===== config.mk =====
export PLATFORM = sky130hd
export DESIGN_NAME = paddle_ctrl
export DESIGN_NICKNAME = d
export VERILOG_FILES = /design/src/rtl/pong_pkg.sv /design/src/rtl/tick_gen.sv /design/src/rtl/paddle_ctrl.sv
export SDC_FILE = /design/constraint.sdc
export NUM_CORES = 1
export LEC_CHECK = 0
export ABC_AREA = 1
export ABC_CLOCK_PERIOD_IN_PS = 5900
export CAP_MARGIN = 20
export CELL_PAD_IN_SITES_DETAIL_PLACEMENT = 1
export CELL_PAD_IN_SITES_GLOBAL_PLACEMENT = 1
export CORE_UTILIZATION = 39
export CTS_CLUSTER_SIZE = 28
export DETAILED_ROUTE_END_ITERATION = 10
export HOLD_SLACK_MARGIN = 0.03
export PLACE_DENSITY = 0.93
export RECOVER_POWER = 25
export SLEW_MARGIN = 20
export SYNTH_ARGS = -nofsm -noshare
export SYNTH_HDL_FRONTEND = slang
export SYNTH_SLANG_ARGS = --single-unit
export TNS_END_PERCENT = 20

===== constraint.sdc =====
create_clock -name clock -period 5.9 [get_ports clock]
set_input_delay 1.18 -clock clock [delete_from_list [all_inputs] [get_ports clock]]
set_output_delay 1.18 -clock clock [all_outputs]
set_load 0.02 [all_outputs]

===== src/rtl/pong_pkg.sv =====
// Shared pong definitions: screen geometry, paddle FSM states, pixel colour type.
// No logic of its own; no latency or flow control.
// Span helper keeps the pixel hit test identical wherever it is used.
package pong_pkg;

    localparam int SCREEN_W = 640;
    localparam int SCREEN_H = 480;

    typedef enum logic [1:0] {
        IDLE = 2'd0,
        UP   = 2'd1,
        DOWN = 2'd2
    } state_t;

    typedef logic [2:0] color_t;

    // True when lo <= v < lo+len; 11-bit so pos+size never wraps.
    function automatic logic in_span(input logic [10:0] v,
                                     input logic [10:0] lo,
                                     input logic [10:0] len);
        return (v >= lo) && (v < lo + len);
    endfunction

endpackage


===== src/rtl/tick_gen.sv =====
// Clock divider: one-clock tick pulse every DIV clocks, counter 0..DIV-1.
// Latency: tick is high during the last count, so state updates on the wrap edge.
// Backpressure: none, free-running; synchronous active-low reset clears the count.
module tick_gen #(
    parameter int DIV = 10
) (
    input  logic clock,
    input  logic reset,
    output logic tick
);

    localparam logic [15:0] LAST = 16'(DIV - 1);

    logic [15:0] cnt;

    always_ff @(posedge clock) begin
        if (!reset) begin
            cnt <= '0;
        end else if (cnt == LAST) begin
            cnt <= '0;
        end else begin
            cnt <= cnt + 16'd1;
        end
    end

    assign tick = (cnt == LAST);

endmodule


===== src/rtl/paddle_ctrl.sv =====
// Pong paddle: tick-paced accelerating vertical motion plus pixel renderer; PADDLE_AI_EN adds ball tracking.
// Latency: position moves on tick edges; rgb is registered one clock after row/col.
// Backpressure: none; controls are sampled on each tick, reset has priority over everything.
module paddle_ctrl
    import pong_pkg::*;
#(
    parameter int     SCREEN_Y    = SCREEN_H,
    parameter int     SIZE_X      = 10,
    parameter int     SIZE_Y      = 100,
    parameter int     START_X     = 5,
    parameter int     TICK_DIV    = 10,
    parameter int     STEP_MAX    = 4,
    parameter int     ACCEL_TICKS = 8,
    parameter color_t COLOR       = 3'b111
) (
    input  logic       clock,
    input  logic       reset,
    input  logic       control_up,
    input  logic       control_down,
`ifdef PADDLE_AI_EN
    input  logic       ai_mode,
    input  logic [9:0] ball_y,
`endif
    input  logic [9:0] row,
    input  logic [9:0] col,
    output color_t     rgb,
    output logic [9:0] pos_x,
    output logic [9:0] pos_y,
    output logic [7:0] size_x,
    output logic [7:0] size_y,
    output logic       at_top,
    output logic       at_bottom
);

    localparam logic [10:0] Y_MAX    = 11'(SCREEN_Y - SIZE_Y);
    localparam logic [9:0]  Y_RST    = 10'(SCREEN_Y / 2 - SIZE_Y / 2);
    localparam logic [7:0]  STEP_LIM = 8'(STEP_MAX);
    localparam logic [15:0] ACC_LIM  = 16'(ACCEL_TICKS);

    logic        tick;
    state_t      state;
    state_t      dir;
    logic [7:0]  step;
    logic [15:0] accel_cnt;

    logic        same_dir;
    logic [7:0]  eff_step;
    logic [15:0] run_len;
    logic [10:0] sub_y;
    logic [10:0] add_y;
    logic [9:0]  pos_nxt;
    logic [7:0]  step_nxt;
    logic [15:0] accel_nxt;
    logic        hit;

    tick_gen #(.DIV(TICK_DIV)) u_tick (
        .clock (clock),
        .reset (reset),
        .tick  (tick)
    );

`ifdef PADDLE_AI_EN
    logic [10:0] centre;
    assign centre = {1'b0, pos_y} + 11'(SIZE_Y / 2);
`endif

    always_ff @(posedge clock) begin
        if (!reset) begin
            state <= IDLE;
        end else if (tick) begin
            state <= dir;
        end
    end

    always_comb begin
        dir = IDLE;
`ifdef PADDLE_AI_EN
        if (ai_mode) begin
            if ({1'b0, ball_y} + 11'd2 < centre) begin
                dir = UP;
            end else if ({1'b0, ball_y} > centre + 11'd2) begin
                dir = DOWN;
            end
        end else
`endif
        if (control_up && !control_down) begin
            dir = UP;
        end else if (control_down && !control_up) begin
            dir = DOWN;
        end
    end

    // A new or changed direction restarts at step 1; the acceleration run counts this tick.
    always_comb begin
        same_dir  = (dir == state);
        eff_step  = same_dir ? step : 8'd1;
        run_len   = same_dir ? accel_cnt + 16'd1 : 16'd1;
        sub_y     = {1'b0, pos_y} - 11'(eff_step);
        add_y     = {1'b0, pos_y} + 11'(eff_step);
        pos_nxt   = pos_y;
        step_nxt  = 8'd1;
        accel_nxt = 16'd0;
        case (dir)
            UP:      pos_nxt = (11'(eff_step) > {1'b0, pos_y}) ? 10'd0 : sub_y[9:0];
            DOWN:    pos_nxt = (add_y > Y_MAX) ? Y_MAX[9:0] : add_y[9:0];
            default: pos_nxt = pos_y;
        endcase
        if (dir != IDLE) begin
            if (run_len >= ACC_LIM) begin
                step_nxt  = (eff_step >= STEP_LIM) ? STEP_LIM : eff_step + 8'd1;
                accel_nxt = 16'd0;
            end else begin
                step_nxt  = eff_step;
                accel_nxt = run_len;
            end
            // Pinned against a limit: keep pushing state but drop back to the slowest step.
            if ((dir == UP && pos_nxt == 10'd0) ||
                (dir == DOWN && {1'b0, pos_nxt} == Y_MAX)) begin
                step_nxt  = 8'd1;
                accel_nxt = 16'd0;
            end
        end
        hit       = in_span({1'b0, col}, 11'(START_X), 11'(SIZE_X)) &&
                    in_span({1'b0, row}, {1'b0, pos_y}, 11'(SIZE_Y));
        at_top    = (pos_y == 10'd0);
        at_bottom = ({1'b0, pos_y} == Y_MAX);
    end

    always_ff @(posedge clock) begin
        if (!reset) begin
            pos_y     <= Y_RST;
            step      <= 8'd1;
            accel_cnt <= 16'd0;
            rgb       <= '0;
        end else begin
            if (tick) begin
                pos_y     <= pos_nxt;
                step      <= step_nxt;
                accel_cnt <= accel_nxt;
            end
            rgb <= hit ? COLOR : 3'b000;
        end
    end

    assign pos_x  = 10'(START_X);
    assign size_x = 8'(SIZE_X);
    assign size_y = 8'(SIZE_Y);

endmodule


Word level (Yosys, flattened, before mapping):

Index checks and enable logic that the tools add are counted.

* register bits after elaboration: 55
* input port bits: 24
* output and inout port bits: 41
* word-level logic and storage cells: 56

* add/subtract/negate cells: 6
* order comparisons: 8
* eq/ne operators: 6
* mux-type cells: 15
* bitwise gates (word level): 1
* reduce and logical (&&, ||, !) cells: 14

Operators with widths (number)
* two-way mux 16 bit: 4
* two-way mux 8 bit: 5
* adder 16 x 1 -> 16 bit (second input constant): 2
* == test 10 x 9 -> 1 bit (second input constant): 2
* zero test 10 bit: 2
* two-way mux 10 bit: 2
* one-hot mux 10 bit (2 select lines): 1
* == test 16 x 4 -> 1 bit (second input constant): 1
* greater-or-equal comparator 16 x 4 -> 1 bit (second input constant): 1
* adder 10 x 7 -> 11 bit (second input constant): 1
* adder 10 x 8 -> 11 bit: 1
* greater-than comparator 11 x 9 -> 1 bit (second input constant): 1
* < comparator 10 x 11 -> 1 bit: 1
* greater-or-equal comparator 10 bit: 1
* greater-or-equal comparator 10 x 3 -> 1 bit (second input constant): 1
* greater-than comparator 8 x 10 -> 1 bit: 1
* < comparator 10 x 4 -> 1 bit (second input constant): 1
* subtractor 10 x 8 -> 10 bit: 1
* adder 8 x 1 -> 8 bit (second input constant): 1
* greater-or-equal comparator 8 x 3 -> 1 bit (second input constant): 1
* logical AND 1 bit: 7
* two-way mux 2 bit: 2
* two-way mux 3 bit: 1
* == test 2 x 1 -> 1 bit (second input constant): 1
* other kinds (7): 8

Depth between registers and ports, before layout:

* word-level depth: 15
* mapped depth: 33

By module:

A second synthesis with hierarchy kept.

* cell total of the unflattened synthesis: 732
* area, all modules: 4664.5 um^2

Modules (own cells, without submodules)
* paddle_ctrl: times used 1, cells an instance 601, area an instance 3782.4 um^2, seq. area each 740.7 um^2
* tick_gen: times used 1, cells an instance 131, area an instance 882.1 um^2, seq. area each 320.3 um^2

Worst setup path before layout:

No wires, ideal clock.

* path type: input-to-reg
* from: input port control_up
* to: register accel_cnt[0]
* library setup time: 112 ps
* arrival time: 4463 ps
* setup slack: 1325 ps
* stages: 30
* buffers on the path: 3
* cells stage by stage: inv_1 -> ha_1 -> buf_6 -> nand2_1 -> nand2_2 -> nor2_8 -> buf_1 -> nand2_1 -> ha_1 -> fa_1 -> a31o_2 -> inv_1 -> nand2_2 -> nand2_1 -> nand2_1 -> nand2_1 -> nand3_1 -> nand2_2 -> o211ai_1 -> nand2_1 -> nand2_1 -> nand2_1 -> nand2_1 -> nor2_1 -> nand2_1 -> nand2_1 -> nand3_2 -> buf_6 -> nand2_1 -> nand2_1

* longest elaborated chain between the ends: 15

RTL lines
* from (decl): line paddle_ctrl.sv:18 `input logic control_up,`
* zero test 1 bit: line paddle_ctrl.sv:88 `end else if (control_down && !control_up) begin`
* logical AND 1 bit: line paddle_ctrl.sv:88
* two-way mux 2 bit: line paddle_ctrl.sv:88
* two-way mux 2 bit (*): line paddle_ctrl.sv:86 `if (control_up && !control_down) begin`
* via dir[1]: line paddle_ctrl.sv:42 `state_t dir;`
* == test 2 bit: line paddle_ctrl.sv:95 `same_dir = (dir == state);`
* two-way mux 8 bit: line paddle_ctrl.sv:96 `eff_step = same_dir ? step : 8'd1;`
* adder 10 x 8 -> 11 bit: line paddle_ctrl.sv:99 `add_y = {1'b0, pos_y} + 11'(eff_step);`
* greater-than comparator 11 x 9 -> 1 bit: line paddle_ctrl.sv:105 `DOWN: pos_nxt = (add_y > Y_MAX) ? Y_MAX[9:0] : add_y[9:0];`
* two-way mux 10 bit: line paddle_ctrl.sv:105
* one-hot mux 10 bit (2 select lines): line paddle_ctrl.sv:103 `case (dir)`
* == test 10 x 9 -> 1 bit / zero test 10 bit (equally long branches): line paddle_ctrl.sv:118, paddle_ctrl.sv:117
* logical AND 1 bit, on equally long branches: line paddle_ctrl.sv:118, paddle_ctrl.sv:117
* logical OR 1 bit: line paddle_ctrl.sv:117 `if ((dir == UP && pos_nxt == 10'd0) ||`
* two-way mux 16 bit: line paddle_ctrl.sv:117
* two-way mux 16 bit (*): line paddle_ctrl.sv:108 `if (dir != IDLE) begin`
* to (signal assigned): line paddle_ctrl.sv:139 `accel_cnt <= accel_nxt;`
* to (decl): line paddle_ctrl.sv:44 `logic [15:0] accel_cnt;`

The timed path passes the listed nets; every way through them passes the cells marked *.
A chain may end at the register's enable or synchronous reset.

Final worst setup path:

* from: input port control_down
* to: register step[6]

* longest elaborated chain between the ends: 14

RTL lines
* from (decl): line paddle_ctrl.sv:19 `input logic control_down,`
* logical AND 1 bit / zero test 1 bit (equally long branches): line paddle_ctrl.sv:88, paddle_ctrl.sv:86
* two-way mux 2 bit / logical AND 1 bit (equally long branches): line paddle_ctrl.sv:88, paddle_ctrl.sv:86
* two-way mux 2 bit (*): line paddle_ctrl.sv:86
* via dir[1]: line paddle_ctrl.sv:42
* == test 2 bit: line paddle_ctrl.sv:95
* two-way mux 8 bit: line paddle_ctrl.sv:96
* adder 10 x 8 -> 11 bit: line paddle_ctrl.sv:99
* greater-than comparator 11 x 9 -> 1 bit: line paddle_ctrl.sv:105
* two-way mux 10 bit: line paddle_ctrl.sv:105
* one-hot mux 10 bit (2 select lines): line paddle_ctrl.sv:103
* == test 10 x 9 -> 1 bit / zero test 10 bit (equally long branches): line paddle_ctrl.sv:118, paddle_ctrl.sv:117
* logical AND 1 bit, on equally long branches: line paddle_ctrl.sv:118, paddle_ctrl.sv:117
* logical OR 1 bit: line paddle_ctrl.sv:117
* two-way mux 8 bit: line paddle_ctrl.sv:117
* two-way mux 8 bit (*): line paddle_ctrl.sv:108
* to (signal assigned): line paddle_ctrl.sv:138 `step <= step_nxt;`
* to (decl): line paddle_ctrl.sv:43 `logic [7:0] step;`

Marked as above.

==> reports/results.ini <==
[critical_path]
crit_path_frequent_cell = nand2_1
crit_required_ns = 6.09
start_kind = input port
slowest_delay_ns = 0.49
endpoint_kind = register
slowest_stage = clkdlybuf4s50_1
cpLargestDelayFamily = simple AND/OR/NAND/NOR gates
path_buf_inv = 4
critical_path_class = in2reg
crit_fanout = 11
critPathArrivalTime_ns = 5.62

[die]
die_area_mm2 = 0.01179
core_mm2 = 0.01094
fp.dieH_um = 108.6
die_w_um = 108.6
num_rows = 38
initial_core_util_pct = 40.50
io_pins = 65

[clock_tree]
cts_num_sinks = 53
insertion_delay_ns = 0.30
holdBufCountCts = 0
clock_path_buffers = 2
clkTransAtPathRegs_ns = 0.08
cts_htree_levels = 2
ctsRootBufferMaster = clkbuf_16
cts_tree = yes
cts_made_buffers = 5

[yosys]
yosys_warnings = 0
ys_top_cells_by_count = nand2_1 (157), inv_1 (96), nor2_1 (81)
async_reset_ff_share_pct = 0
yosysMostFrequentCell = nand2_1
netlist_area_mm2 = 0.004429
synth_seq_cells = 53
ys.flop_type = dfxtp_1
syn_inst = 687
synth_area_per_cell_um2 = 6.447
ys_types = 46
synth_edf_count = 0
synth-seq-area-share_pct = 23.95
synth_top_area_cell = dfxtp_1
synth_top_area_share_pct = 23.95
ys_top_cells_by_area = dfxtp_1 (24%), nand2_1 (13%), ha_1 (12%)

[route]
firstDrtPassIters = 5
via_per_inst = 5.264
wl_per_cell_um = 15.35
drtIter0Drc = 253
drc = 0
routed_wl_mm = 13.21
antenna_left = 0
via_count = 4527

[power]
power_density_mw_per_mm2 = 155.0
vdd_drop_max_v = 0.0001036
p_seq_share_pct = 46.8
intPower_mw = 0.5556
leakagePower_nw = 2.312
pwr-share-clk_pct = 39.7
pwr-share-comb_pct = 13.5
p_sw_mw = 0.2154
switching_share_pct = 27.94

[global_routing]
grt_pass1_vias = 4773
grt_pass1_wl_mm = 21.87
antenna_found_initial = 0
overflow = 0
grt_max_degree = 26
grt_use_total_pct = 23.26

[final_layout]
n_antenna_cell = 0
num-nets-final = 786
synthToLayoutAreaGrowth_pct = 12.32
seq_area_mm2 = 0.001061
fillerInstances = 1470
drive_gt1_share_pct = 5.000
fin_util_pct = 45.49
multi_input_area_mm2 = 0.002803

[sta]
skew_ns = 0.008958
setup_viol = 0
min_period_over_period_pct = 92.17
worstMarginPinSlew_ns = 1.174
rsz0062_at_grt = no
period_minus_slack_ns = 5.438
max-slew-margin-rel_pct = 21.73
maxSlewViolCount = 0
finalSetupTns_ns = 0
finalHoldViolCount = 0
max_freq_ghz = 0.1839

[min_path]
hold_class = reg2reg

[placement]
dp.final_hpwl_mm = 10.34
portBuffers = 38
gp_routability_congestion = 0.8552

[flow_run]
maxCapViolations = 0

[run_status]
status = finished, final reports clean

-- cell usage in the layout, fill, tap and decap left out, types with 2 or more instances in the layout --
| master | synthesis | final |
|---|---|---|
| nand3_2 | 2 | 2 |
| ha_1 | 41 | 40 |
| a31oi_1 | 2 | 2 |
| o21bai_1 | 4 | 4 |
| nand3_1 | 46 | 46 |
| o211ai_1 | 3 | 3 |
| inv_1 | 96 | 96 |
| a21oi_2 | 2 | 2 |
| nor3_1 | 11 | 11 |
| nand2_2 | 6 | 6 |
| xnor2_1 | 3 | 3 |
| a211oi_1 | 2 | 2 |
| a22oi_1 | 6 | 6 |
| a21oi_1 | 36 | 36 |
| nor2_2 | 2 | 3 |
| conb_1 | 2 | 26 |
| clkinv_1 | 3 | 3 |
| o21a_1 | 3 | 3 |
| nor2_1 | 81 | 80 |
| clkbuf_16 | 0 | 5 |
| o21ai_0 | 33 | 33 |
| dlygate4sd3_1 | 0 | 10 |
| o21ai_1 | 3 | 3 |
| nand4_1 | 12 | 12 |
| o22ai_1 | 3 | 3 |
| fa_1 | 2 | 2 |
| dfxtp_1 | 53 | 53 |
| nor4_1 | 4 | 4 |
| clkdlybuf4s50_1 | 0 | 28 |
| xor2_1 | 9 | 9 |
| or2_2 | 2 | 2 |
| buf_4 | 28 | 2 |
| nand2_1 | 157 | 157 |
| inv_2 | 4 | 4 |
| nor3b_1 | 4 | 4 |
| inv_6 | 0 | 2 |
-- sequential cells by signal, summed over array words and instances (netlist names) --
signal	count
accel_cnt	16
pos_y	10
rgb	1
state	2
step	8
u_tick.cnt	16
-- worst register-to-register path: cells and delay by family, from the launching register on --
family	cells	cell delay, ns
compound gates	3	0.41
buf+inv	3	0.37
fa+ha+maj	1	0.44
simple gates	21	2.37
flops	1	0.37
-- stage by stage --
stage / cells / setup WS, ns / hold WS, ns / power (mW) / cell area (µm²)
after floorplan: 711 / 1.325 / 0.4219 / 0.4487 / 4519
after global placement: 852 / 0.3889 / 0.4342 / 0.4660 / 4823
after detailed placement: 852 / 0.08908 / 0.4462 / 0.4715 / 4823
after CTS: 860 / 0.2415 / 0.4586 / 0.7779 / 4974
after global routing: 860 / 0.1052 / 0.4778 / 0.8006 / 4975
final: 860 / 0.4618 / 0.4561 / 0.7710 / 4975
-- routing by layer --
metal	vias to the layer above	track usage, %	share of wire, %
met5	-	0	0
met2	109	44.26	52
met3	25	3.255	3.8
met1	2166	25.73	42
li1	2227	-	-
met4	0	8.977	2.4
-- cell type report --
class	count	share of cell area (%)
multi-input cells	515	56.34
flip-flops and latches	53	21.33
repair buffers	41	8.023
inverters	103	7.772
well taps	140	3.521
clock buffers	5	2.515
clock inverters	3	0.5030
-- worst paths after layout --
path	from	endpoint	slack, ns	cells after the start
hold / removal	accel_cnt[15]$_SDFFE_PN0P_	accel_cnt[15]$_SDFFE_PN0P_	0.46	2
setup / recovery	control_down	step[6]$_SDFFE_PN0P_	0.46	30
setup reg to reg	state[1]$_SDFFE_PN0P_	step[6]$_SDFFE_PN0P_	1.82	28
hold reg to reg	accel_cnt[15]$_SDFFE_PN0P_	accel_cnt[15]$_SDFFE_PN0P_	0.46	2
-- cells by family after synthesis --
| group | share of synthesized area [%] |
|---|---|
| and+or+nand+nor | 32.40 |
| buffers and inverters | 14.91 |
| DFF | 23.95 |
| xor gates and xnor gates | 2.373 |
| AOI/OAI and AO/OA | 13.70 |
| other | 0.1696 |
| adders and majority gates | 12.49 |
-- power by group through the flow --
stage / Combinational [mW] / Clock (mW) / Sequential (mW)
floorplan: 0.0798 / 0 / 0.369
global placement: 0.0970 / 0 / 0.369
detailed placement: 0.102 / 0 / 0.369
CTS: 0.103 / 0.314 / 0.361
global route: 0.114 / 0.325 / 0.361
finish: 0.104 / 0.306 / 0.361
-- repair_timing --
action	CTS	global route
setup buffers	0	0
gates resized for setup	0	2
setup endpoints to repair	0	11
(Power assumes the default switching activity.)
